## src/rtl/board_update_arbiter.sv

```systemverilog
`default_nettype none
// ============================================================================
// Module   : board_update_arbiter
// Purpose  : Shares the single write port of the backgammon board-state RAM
//            among NREQ requesters. Writes are granted only during vertical
//            blanking, so the renderer never sees a half-updated board. Grants
//            are round-robin, at most one per cycle, with a per-window budget.
// Ports    : clk         system clock
//            reset_n     synchronous active-low reset
//            vCount      current display line
//            req         per-requester level write request
//            req_addr    flattened 5-bit addresses, requester i at [5i+4:5i]
//            req_data    flattened 8-bit data, requester i at [8i+7:8i]
//            grant       one-hot, single-cycle grant pulse
//            wr_en       board RAM write enable (equals |grant)
//            wr_addr     board RAM address
//            wr_data     board RAM data
//            frame_tick  single-cycle pulse when a blanking window opens
//            in_window   high while a blanking window is being served
//            stall_count (STALL_COUNT_EN only) windows closed with work left
// Options  : define STALL_COUNT_EN to add the stall_count output.
// Revision : 1.0 - initial release
// ============================================================================
module board_update_arbiter #(
    parameter int NREQ      = 4,
    parameter int VB_START  = 515,
    parameter int VB_END    = 35,
    parameter int WR_BUDGET = 16
) (
    input  logic              clk,
    input  logic              reset_n,
    input  logic [9:0]        vCount,
    input  logic [NREQ-1:0]   req,
    input  logic [NREQ*5-1:0] req_addr,
    input  logic [NREQ*8-1:0] req_data,
    output logic [NREQ-1:0]   grant,
    output logic              wr_en,
    output logic [4:0]        wr_addr,
    output logic [7:0]        wr_data,
    output logic              frame_tick,
    output logic              in_window
`ifdef STALL_COUNT_EN
    ,
    output logic [15:0]       stall_count
`endif
);

    localparam int         c_PTR_W    = (NREQ > 1) ? $clog2(NREQ) : 1;
    localparam int         c_IDX_W    = c_PTR_W + 1;
    localparam logic [9:0] c_VB_START = 10'(VB_START);
    localparam logic [9:0] c_VB_END   = 10'(VB_END);
    localparam logic [7:0] c_BUDGET   = 8'(WR_BUDGET);

    localparam logic [1:0] c_IDLE = 2'd0;
    localparam logic [1:0] c_ARB  = 2'd1;
    localparam logic [1:0] c_HOLD = 2'd2;

    logic [1:0]         r_state;
    logic [c_PTR_W-1:0] r_rrPtr;
    logic [7:0]         r_count;
    logic               r_blankQ;
    logic               r_blankQQ;

    logic               w_blankNow;
    logic               w_rise;
    logic [NREQ-1:0]    w_eligible;
    logic               w_found;
    logic [c_PTR_W-1:0] w_sel;
    logic [c_IDX_W-1:0] w_idx;
    logic [c_PTR_W-1:0] w_nextPtr;
    logic [NREQ-1:0]    w_onehot;
    logic [4:0]         w_addrArr [NREQ];
    logic [7:0]         w_dataArr [NREQ];

    // Blanking wraps through the end of the frame back to line 0.
    assign w_blankNow = (vCount >= c_VB_START) || (vCount < c_VB_END);
    assign w_rise     = r_blankQ & ~r_blankQQ;

    // A requester still holding req during its own grant cycle must not be
    // granted again for the same item.
    assign w_eligible = req & ~grant;

    generate
        for (genvar gi = 0; gi < NREQ; gi++) begin : g_unpack
            assign w_addrArr[gi] = req_addr[5*gi +: 5];
            assign w_dataArr[gi] = req_data[8*gi +: 8];
        end
    endgenerate

    // First eligible requester scanning upward from r_rrPtr, modulo NREQ.
    always_comb begin
        w_found = 1'b0;
        w_sel   = '0;
        w_idx   = '0;
        for (int k = 0; k < NREQ; k++) begin
            w_idx = {1'b0, r_rrPtr} + c_IDX_W'(k);
            if (w_idx >= c_IDX_W'(NREQ)) begin
                w_idx = w_idx - c_IDX_W'(NREQ);
            end
            if (!w_found && w_eligible[w_idx[c_PTR_W-1:0]]) begin
                w_found = 1'b1;
                w_sel   = w_idx[c_PTR_W-1:0];
            end
        end
    end

    always_comb begin
        w_onehot        = '0;
        w_onehot[w_sel] = 1'b1;
    end

    assign w_nextPtr = (w_sel == c_PTR_W'(NREQ - 1)) ? '0 : w_sel + 1'b1;

    always_ff @(posedge clk) begin
        if (!reset_n) begin
            r_state    <= c_IDLE;
            r_rrPtr    <= '0;
            r_count    <= '0;
            r_blankQ   <= 1'b0;
            r_blankQQ  <= 1'b0;
            grant      <= '0;
            wr_en      <= 1'b0;
            wr_addr    <= '0;
            wr_data    <= '0;
            frame_tick <= 1'b0;
            in_window  <= 1'b0;
        end else begin
            r_blankQ   <= w_blankNow;
            r_blankQQ  <= r_blankQ;
            frame_tick <= 1'b0;
            grant      <= '0;
            wr_en      <= 1'b0;
            case (r_state)
                c_IDLE: begin
                    if (w_rise) begin
                        r_state    <= c_ARB;
                        frame_tick <= 1'b1;
                        r_count    <= '0;
                        in_window  <= 1'b1;
                    end
                end
                c_ARB: begin
                    if (!r_blankQ) begin
                        r_state   <= c_IDLE;
                        in_window <= 1'b0;
                    end else if (r_count == c_BUDGET) begin
                        r_state <= c_HOLD;
                    end else if (w_found) begin
                        grant   <= w_onehot;
                        wr_en   <= 1'b1;
                        wr_addr <= w_addrArr[w_sel];
                        wr_data <= w_dataArr[w_sel];
                        r_count <= r_count + 8'd1;
                        r_rrPtr <= w_nextPtr;
                    end
                end
                c_HOLD: begin
                    if (!r_blankQ) begin
                        r_state   <= c_IDLE;
                        in_window <= 1'b0;
                    end
                end
                default: begin
                    r_state   <= c_IDLE;
                    in_window <= 1'b0;
                end
            endcase
        end
    end

`ifdef STALL_COUNT_EN
    logic w_close;

    // A window closing while someone still waits means that update slipped
    // a whole frame; count it, saturating.
    assign w_close = ((r_state == c_ARB) || (r_state == c_HOLD)) && !r_blankQ;

    always_ff @(posedge clk) begin
        if (!reset_n) begin
            stall_count <= '0;
        end else if (w_close && (|(req & ~grant)) && (stall_count != 16'hFFFF)) begin
            stall_count <= stall_count + 16'd1;
        end
    end
`endif

endmodule
`default_nettype wire
```

## config.mk

```make
export PLATFORM = sky130hd
export DESIGN_NAME = board_update_arbiter
export DESIGN_NICKNAME = d
export VERILOG_FILES = /design/src/rtl/board_update_arbiter.sv
export SDC_FILE = /design/constraint.sdc
export NUM_CORES = 1
export LEC_CHECK = 0
export ABC_AREA = 0
export CAP_MARGIN = 40
export CORE_ASPECT_RATIO = 2
export CORE_MARGIN = 2
export CORE_UTILIZATION = 47
export CTS_CLUSTER_DIAMETER = 60
export CTS_CLUSTER_SIZE = 14
export DETAILED_ROUTE_END_ITERATION = 6
export PLACE_DENSITY_LB_ADDON = 0.08
export SYNTH_ARGS = -nofsm -noshare
export SYNTH_HDL_FRONTEND = slang
export SYNTH_SLANG_ARGS = --single-unit
```

## constraint.sdc

```tcl
create_clock -name clk -period 4.25 [get_ports clk]
set_clock_uncertainty 0.05 [all_clocks]
set_input_delay 0.85 -clock clk [delete_from_list [all_inputs] [get_ports clk]]
set_output_delay 0.85 -clock clk [all_outputs]
set_load 0.1 [all_outputs]
```

**Yosys cells after proc, flatten, opt, wreduce, memory -nomap -nowiden**

Cells that the tools add are included.

- Bits of input ports: 68
- Output and inout bits: 20
- Logic and storage cells: 116
- Bits in registers: 34

- Muxes and demuxes: 44
- Equal/unequal tests: 11
- Add/subtract/negate cells: 9
- Reduce and logical (&&, ||, !) cells: 18
- Order comparisons: 13
- Bitwise gates (word level): 10

Operator list:

| kind | count |
|---|---|
| two-way mux 8 bit | 6 |
| two-way mux 2 bit | 13 |
| binary-select mux 8 bit (select 2 bit) | 1 |
| one-hot mux 8 bit (2 select lines) | 1 |
| less-than comparator 2 x 3 -> 1 bit (second input constant) | 5 |
| two-way mux 1 bit | 13 |
| >= comparator 3 bit (second input constant) | 4 |
| inequality test 2 bit (second input constant) | 6 |
| binary-select mux 5 bit (select 2 bit) | 1 |
| >= comparator 10 bit (second input constant) | 1 |
| less-than comparator 10 x 6 -> 1 bit (second input constant) | 1 |
| two-way mux 5 bit | 2 |
| adder 8 x 1 -> 8 bit (second input constant) | 1 |
| binary-select mux 1 bit (select 2 bit) | 4 |
| equality test 8 x 5 -> 1 bit (second input constant) | 1 |
| subtractor 2 x 1 -> 2 bit (second input constant) | 4 |
| adder 2 x 2 -> 3 bit (second input constant) | 2 |
| NOT 1 bit | 6 |
| one-hot mux 2 bit (3 select lines) | 1 |
| AND reduction 5 bit | 1 |
| OR reduction 5 bit | 1 |
| AND 4 bit | 1 |
| equality test 2 bit (second input constant) | 2 |
| logical AND 1 bit | 4 |
| other kinds (20) | 23 |

**Depth between registers and ports, before layout**

- Depth in word-level cells: 18
- Depth in mapped cells: 10
- Depth with buffers taken out: 7

**Least setup slack after synthesis**

Ideal clock, no wire load.

- Path kind: flip-flop to flip-flop
- Start: reg grant[0]
- End: reg r_rrPtr[1]
- Stages on the path, launching flop included: 8
- Data arrival time: 2.408 ns
- Period minus slack after synthesis: 2.591 ns
- Buffers on the path: 1
- Setup slack: 1.659 ns
- Data required time: 4.068 ns
- Setup time: 0.132 ns
- Cells stage by stage: dfxtp_1 > nand2b_4 > o221ai_1 > a21oi_4 > clkbuf_1 > ha_1 > nand2_1 > a21oi_1

- Cells in the longest elaborated chain, start to end: 16
- Elaborated cells on any way between the ends: 28
- Classes of those cells: 1 x add/sub; 1 x eq/ne; 17 x mux; 2 x bitwise; 7 x reduce/logical

RTL lines:

| item | line | text |
|---|---|---|
| start: declaration | 36 | `output logic [NREQ-1:0] grant,` |
| start signal: assignment | 149 | `grant <= w_onehot;` |
| NOT 4 bit * | 81 | `assign w_eligible = req & ~grant;` |
| AND 4 bit * | 81 |  |
| binary-select mux 1 bit (select 2 bit) | 100 | `if (!w_found && w_eligible[w_idx[c_PTR_W-1:0]]) begin` |
| two-way mux 1 bit (implied by the code) | 100 |  |
| two-way mux 1 bit | 100 |  |
| logical NOT 1 bit | 100 |  |
| logical AND 1 bit | 100 |  |
| two-way mux 1 bit | 100 |  |
| logical NOT 1 bit | 100 |  |
| logical AND 1 bit | 100 |  |
| two-way mux 1 bit | 100 |  |
| logical NOT 1 bit | 100 |  |
| logical AND 1 bit | 100 |  |
| two-way mux 2 bit * | 100 |  |
| adder 2 x 1 -> 2 bit or equality test 2 bit (tied branches) | 112 | `assign w_nextPtr = (w_sel == c_PTR_W'(NREQ - 1)) ? '0 : w_sel + 1'b1;` |
| two-way mux 2 bit * | 112 |  |
| via w_nextPtr[1] | 70 | `logic [c_PTR_W-1:0] w_nextPtr;` |
| end signal: assignment | 154 | `r_rrPtr <= w_nextPtr;` |
| end: declaration | 59 | `logic [c_PTR_W-1:0] r_rrPtr;` |

The timed path passes the listed nets; every way through them passes the cells marked *. The select of a mux whose other input is x is not followed.
A chain may end at the register's enable or synchronous reset.

**Worst setup path after layout**

- Start: in req[0]
- End: reg wr_addr[3]

- Cells in the longest elaborated chain, start to end: 17
- Elaborated cells on any way between the ends: 28
- Classes of those cells: 19 x mux; 2 x bitwise; 7 x reduce/logical

RTL lines:

| item | line | text |
|---|---|---|
| start: declaration | 33 | `input logic [NREQ-1:0] req,` |
| AND 4 bit * | 81 |  |
| binary-select mux 1 bit (select 2 bit) | 100 |  |
| two-way mux 1 bit (implied by the code) | 100 |  |
| two-way mux 1 bit | 100 |  |
| logical NOT 1 bit | 100 |  |
| logical AND 1 bit | 100 |  |
| two-way mux 1 bit | 100 |  |
| logical NOT 1 bit | 100 |  |
| logical AND 1 bit | 100 |  |
| two-way mux 1 bit | 100 |  |
| logical NOT 1 bit | 100 |  |
| logical AND 1 bit | 100 |  |
| two-way mux 2 bit | 100 |  |
| NOT 2 -> 3 bit (implied by the code) | 151 | `wr_addr <= w_addrArr[w_sel];` |
| binary-select mux 5 bit (select 2 bit) | 151 |  |
| two-way mux 5 bit (implied by the code) (2 in a row) | 151 |  |
| end signal: assignment | 151 |  |
| end: declaration | 38 | `output logic [4:0] wr_addr,` |

Mark *: on every way between the ends. The rest lies on a longest branch, timed or not. The select of a mux whose other input is x is not followed.

==> results.txt <==
----------------------------------------------------
[Power]
  Static leakage ... 1.27 nW
  Cell internal pwr ... 0.664 mW
  Worst supply voltage drop on vdd ... 0.221 mV
  Relative contribution of the clock network to total power ... 0.284
  Sw Pwr ... 0.346 mW
  Proportion of power drawn by combinational gates ... 0.370
  Sequential share of power ... 0.346
  Sw Share ... 0.343
  Power density over cell area ... 292 nW/um^2

[Setup path]
  Worst path arrival time ... 3.10 ns
  Kind of cell adding the most delay to the critical path ... compound AO/OA/AOI/OAI gates
  Kind of launch point of the worst setup path ... input port
  Depth of the worst register-to-register path ... 8
  Buf/Inv on CP ... 2
  Slowest stage cell, crit path ... sky130_fd_sc_hd__clkdlybuf4s50_1
  Critical Path Sink Type ... register
  Highest net fanout along the worst path ... 16
  Worst path required time ... 4.39 ns
  Class of the most critical setup path ... input port to register
  Number of logic stages on the critical path including buffering ... 7
  Worst-path cell chain ... clkdlybuf4s50_1 > nor3b_2 > a211o_1 > a21oi_4 > inv_2 > a41o_1 > a311oi_1
  Delay of the slowest cell on the worst path ... 0.50 ns

[Route]
  Routed wire length ... 6940 um
  Drt wl/cell ... 17.1 um
  DRC violation total after the first TritonRoute iteration ... 63
  Average vias per placed instance ... 5.95
  Count of nets left with antenna violations after detail routing ... 0
  Remaining routing DRC violations ... 0
  Count of vias placed by the detailed router ... 2,414
  Count of TritonRoute iterations in the first routing pass ... 4

[Finish]
  Layout-stage area growth over the synthesis result ... 60.8%
  Most common cell after layout, fill and taps aside ... sky130_fd_sc_hd__clkdlybuf4s50_1
  Final antenna diode count ... 0
  Final Core Density ... 0.789
  Commonest cells after routing, fill and taps aside ... sky130_fd_sc_hd__clkdlybuf4s50_1 (87), sky130_fd_sc_hd__dfxtp_1 (34), sky130_fd_sc_hd__a21oi_1 (24)
  Net count reported at finish ... 428
  Layout cells sized above 1 ... 0.119
  Post-Layout Inst Area ... 3460 sq um
  Post-route non-filler standard cell count ... 406

[Floorplan]
  Die outline width ... 51.8 um
  Number of primary I/O pins ... 88
  Die Y-Extent ... 99.6 um
  Cell Rows ... 34
  Area of the die ... 5160 sq um
  Placeable core area ... 4380 sq um
  Starting density of the core ... 0.491

[Clocking]
  Clock edge transition at the registers on the reported setup and hold paths ... 0.07 ns
  Clock sink count ... 34
  Number of buffers on the longest clock path ... 2
  Post-cts sizing count ... 0
  Clock root buffer ... sky130_fd_sc_hd__clkbuf_8
  Maximum level of the CTS H-tree ... 2
  Clk_lat worst skew ... 0.29 ns
  Cts bufs inserted ... 5
  CTS tree ... yes
  Post CTS Setup Buffer Count ... 0
  Post-CTS Hold Buffers ... 0

[Run]
  Maximum Capacitance Violations ... 0

[Synth]
  Total of warnings raised by yosys ... 0
  Part of the Yosys area used for sequential elements ... 0.317
  Syn Inst Count ... 249
  Syn nets ... 326
  Synth async-reset ratio ... 0
  Netlist area before placement ... 2150 sq um
  Number of storage elements in the synthesis netlist ... 34
  Predominant post-synthesis flop cell ... sky130_fd_sc_hd__dfxtp_1
  EDFF count, synth ... 0
  Synth Area per Inst ... 8.63 sq um
  Unique masters post-synth ... 50

[GRT]
  Overflow left after global routing ... 0
  Via count of the first global-routing pass ... 2,460
  Maximum number of pins on one net before global-route repair ... 21
  Antenna violations before repair ... 0
  First-pass GRT wire length ... 11,100 um
  GRT Util Overall ... 0.280

[Placement]
  Global placement routability congestion ... 0.876
  Worst slack after detailed placement ... 1.01 ns
  Cell count after placement ... 398
  Placed standard-cell area ... 3350 sq um
  Number of buffers inserted by port buffering ... 87
  HPWL after DPL ... 5250 um

[STA]
  Setup TNS ... 0 ns
  Hold Violations, Final ... 0
  Max-slew violations ... 0
  Unrepaired setup endpoints after global routing ... no
  Portion of the clock cycle consumed by the worst path in the final layout ... 0.696
  Number of setup violations in the final report ... 0
  Final worst setup slack ... 1.29 ns
  Time the final worst path needs with I/O delays and setup ... 2.96 ns
  Max-slew headroom ... 0.521
  Worst Tran Pin Value ... 0.717 ns
  Maximum achievable frequency ... 338 MHz

[Min path]
  Tightest Hold Check Type ... register to register
  Depth of the worst hold-timing path ... 2

[Status]
  Result of the run ... finished clean

----------------------------------------------------
[synth_stat cells (all sizes together) (2+ instances only)]
master / instances / share of area
o21a: 2 / 0.0070
a21oi: 25 / 0.063
and3: 4 / 0.012
a211o: 2 / 0.0082
o31ai: 3 / 0.010
dfxtp: 34 / 0.32
and2: 3 / 0.0087
nor3: 2 / 0.0047
ha: 9 / 0.052
nor2b: 2 / 0.0058
nand3: 19 / 0.044
nor2: 7 / 0.013
mux2i: 16 / 0.075
clkbuf: 8 / 0.014
a41o: 13 / 0.061
nand2b: 9 / 0.030
o21ai: 22 / 0.051
buf: 9 / 0.029
nor4: 2 / 0.0058
nor3b: 2 / 0.0093
nand2: 10 / 0.017
nand3b: 2 / 0.0070
nand4: 2 / 0.0058
a21boi: 3 / 0.010
or4: 3 / 0.010
inv: 11 / 0.019
a311oi: 13 / 0.056
[layout make-up]
cell class | instances | area (sq um)
Clock buffer | 8 | 110
Inverter | 11 | 41.3
Sequential cell | 34 | 681
Multi-Input combinational cell | 187 | 1340
Timing Repair Buffer | 112 | 1220
Fill cell | 324 | 925
Tap cell | 54 | 67.6
[power groups by stage]
stage	Clock, mW	Sequential [mW]	Combinational, mW
after floorplan	0	0.427	0.149
after global placement	0	0.356	0.331
final	0.287	0.350	0.374
after detailed placement	0	0.356	0.372
after global routing	0.303	0.351	0.399
after CTS	0.287	0.349	0.374
[path summary, 6_finish.rpt]
path | from | to | slack [ns]
min | r_count[7] | r_count[7] | 0.42
min reg2reg | r_count[7] | r_count[7] | 0.42
max reg2reg | r_count[0] | wr_data[6] | 1.53
max | req[0] | wr_addr[3] | 1.29
[per-layer routing]
metal  track usage  share of wire  vias to the layer above
met2         0.539           0.58                       87
met3        0.0435          0.042                       18
met5             0              0                        -
met1         0.281           0.35                     1153
li1              -              -                     1156
met4         0.109          0.027                        0
[sequential cells by signal (all words and copies together), names as in the netlist]
register,count
r_count,8
wr_data,8
wr_addr,5
grant,4
r_rrPtr,2
r_state,2
frame_tick,1
in_window,1
r_blankQ,1
r_blankQQ,1
wr_en,1
[worst register-to-register path, stage by stage, from the launching register on]
cell and delay, ns:
sky130_fd_sc_hd__dfxtp_1 0.42, sky130_fd_sc_hd__inv_1 0.09, sky130_fd_sc_hd__ha_1 0.20, sky130_fd_sc_hd__and4bb_2 0.24
sky130_fd_sc_hd__nand2_1 0.42, sky130_fd_sc_hd__and2_1 0.59, sky130_fd_sc_hd__buf_4 0.32, sky130_fd_sc_hd__o21ai_0 0.10
sky130_fd_sc_hd__a221oi_1 0.21
[per-stage QoR]
| step | hold WS, ns | power (mW) |
|---|---|---|
| after floorplan | 0.393 | 0.576 |
| after global placement | 0.405 | 0.687 |
| after detailed placement | 0.414 | 0.728 |
| after CTS | 0.424 | 1.01 |
| after global routing | 0.474 | 1.05 |
| final | 0.423 | 1.01 |
[cells by family (layout without fill, tap and decap cells)]
kind of cell | Yosys count | after routing | share of synthesized area
AO/OA/AOI/OAI | 90 | 90 | 0.300
adder cells (fa/ha/maj) | 9 | 9 | 0.0524
buffers and inverters | 28 | 131 | 0.0617
flip-flops | 34 | 34 | 0.317
multiplexers | 16 | 16 | 0.0745
AND/OR/NAND/NOR | 72 | 72 | 0.194
Note: power is estimated with default switching activity, not from simulation.
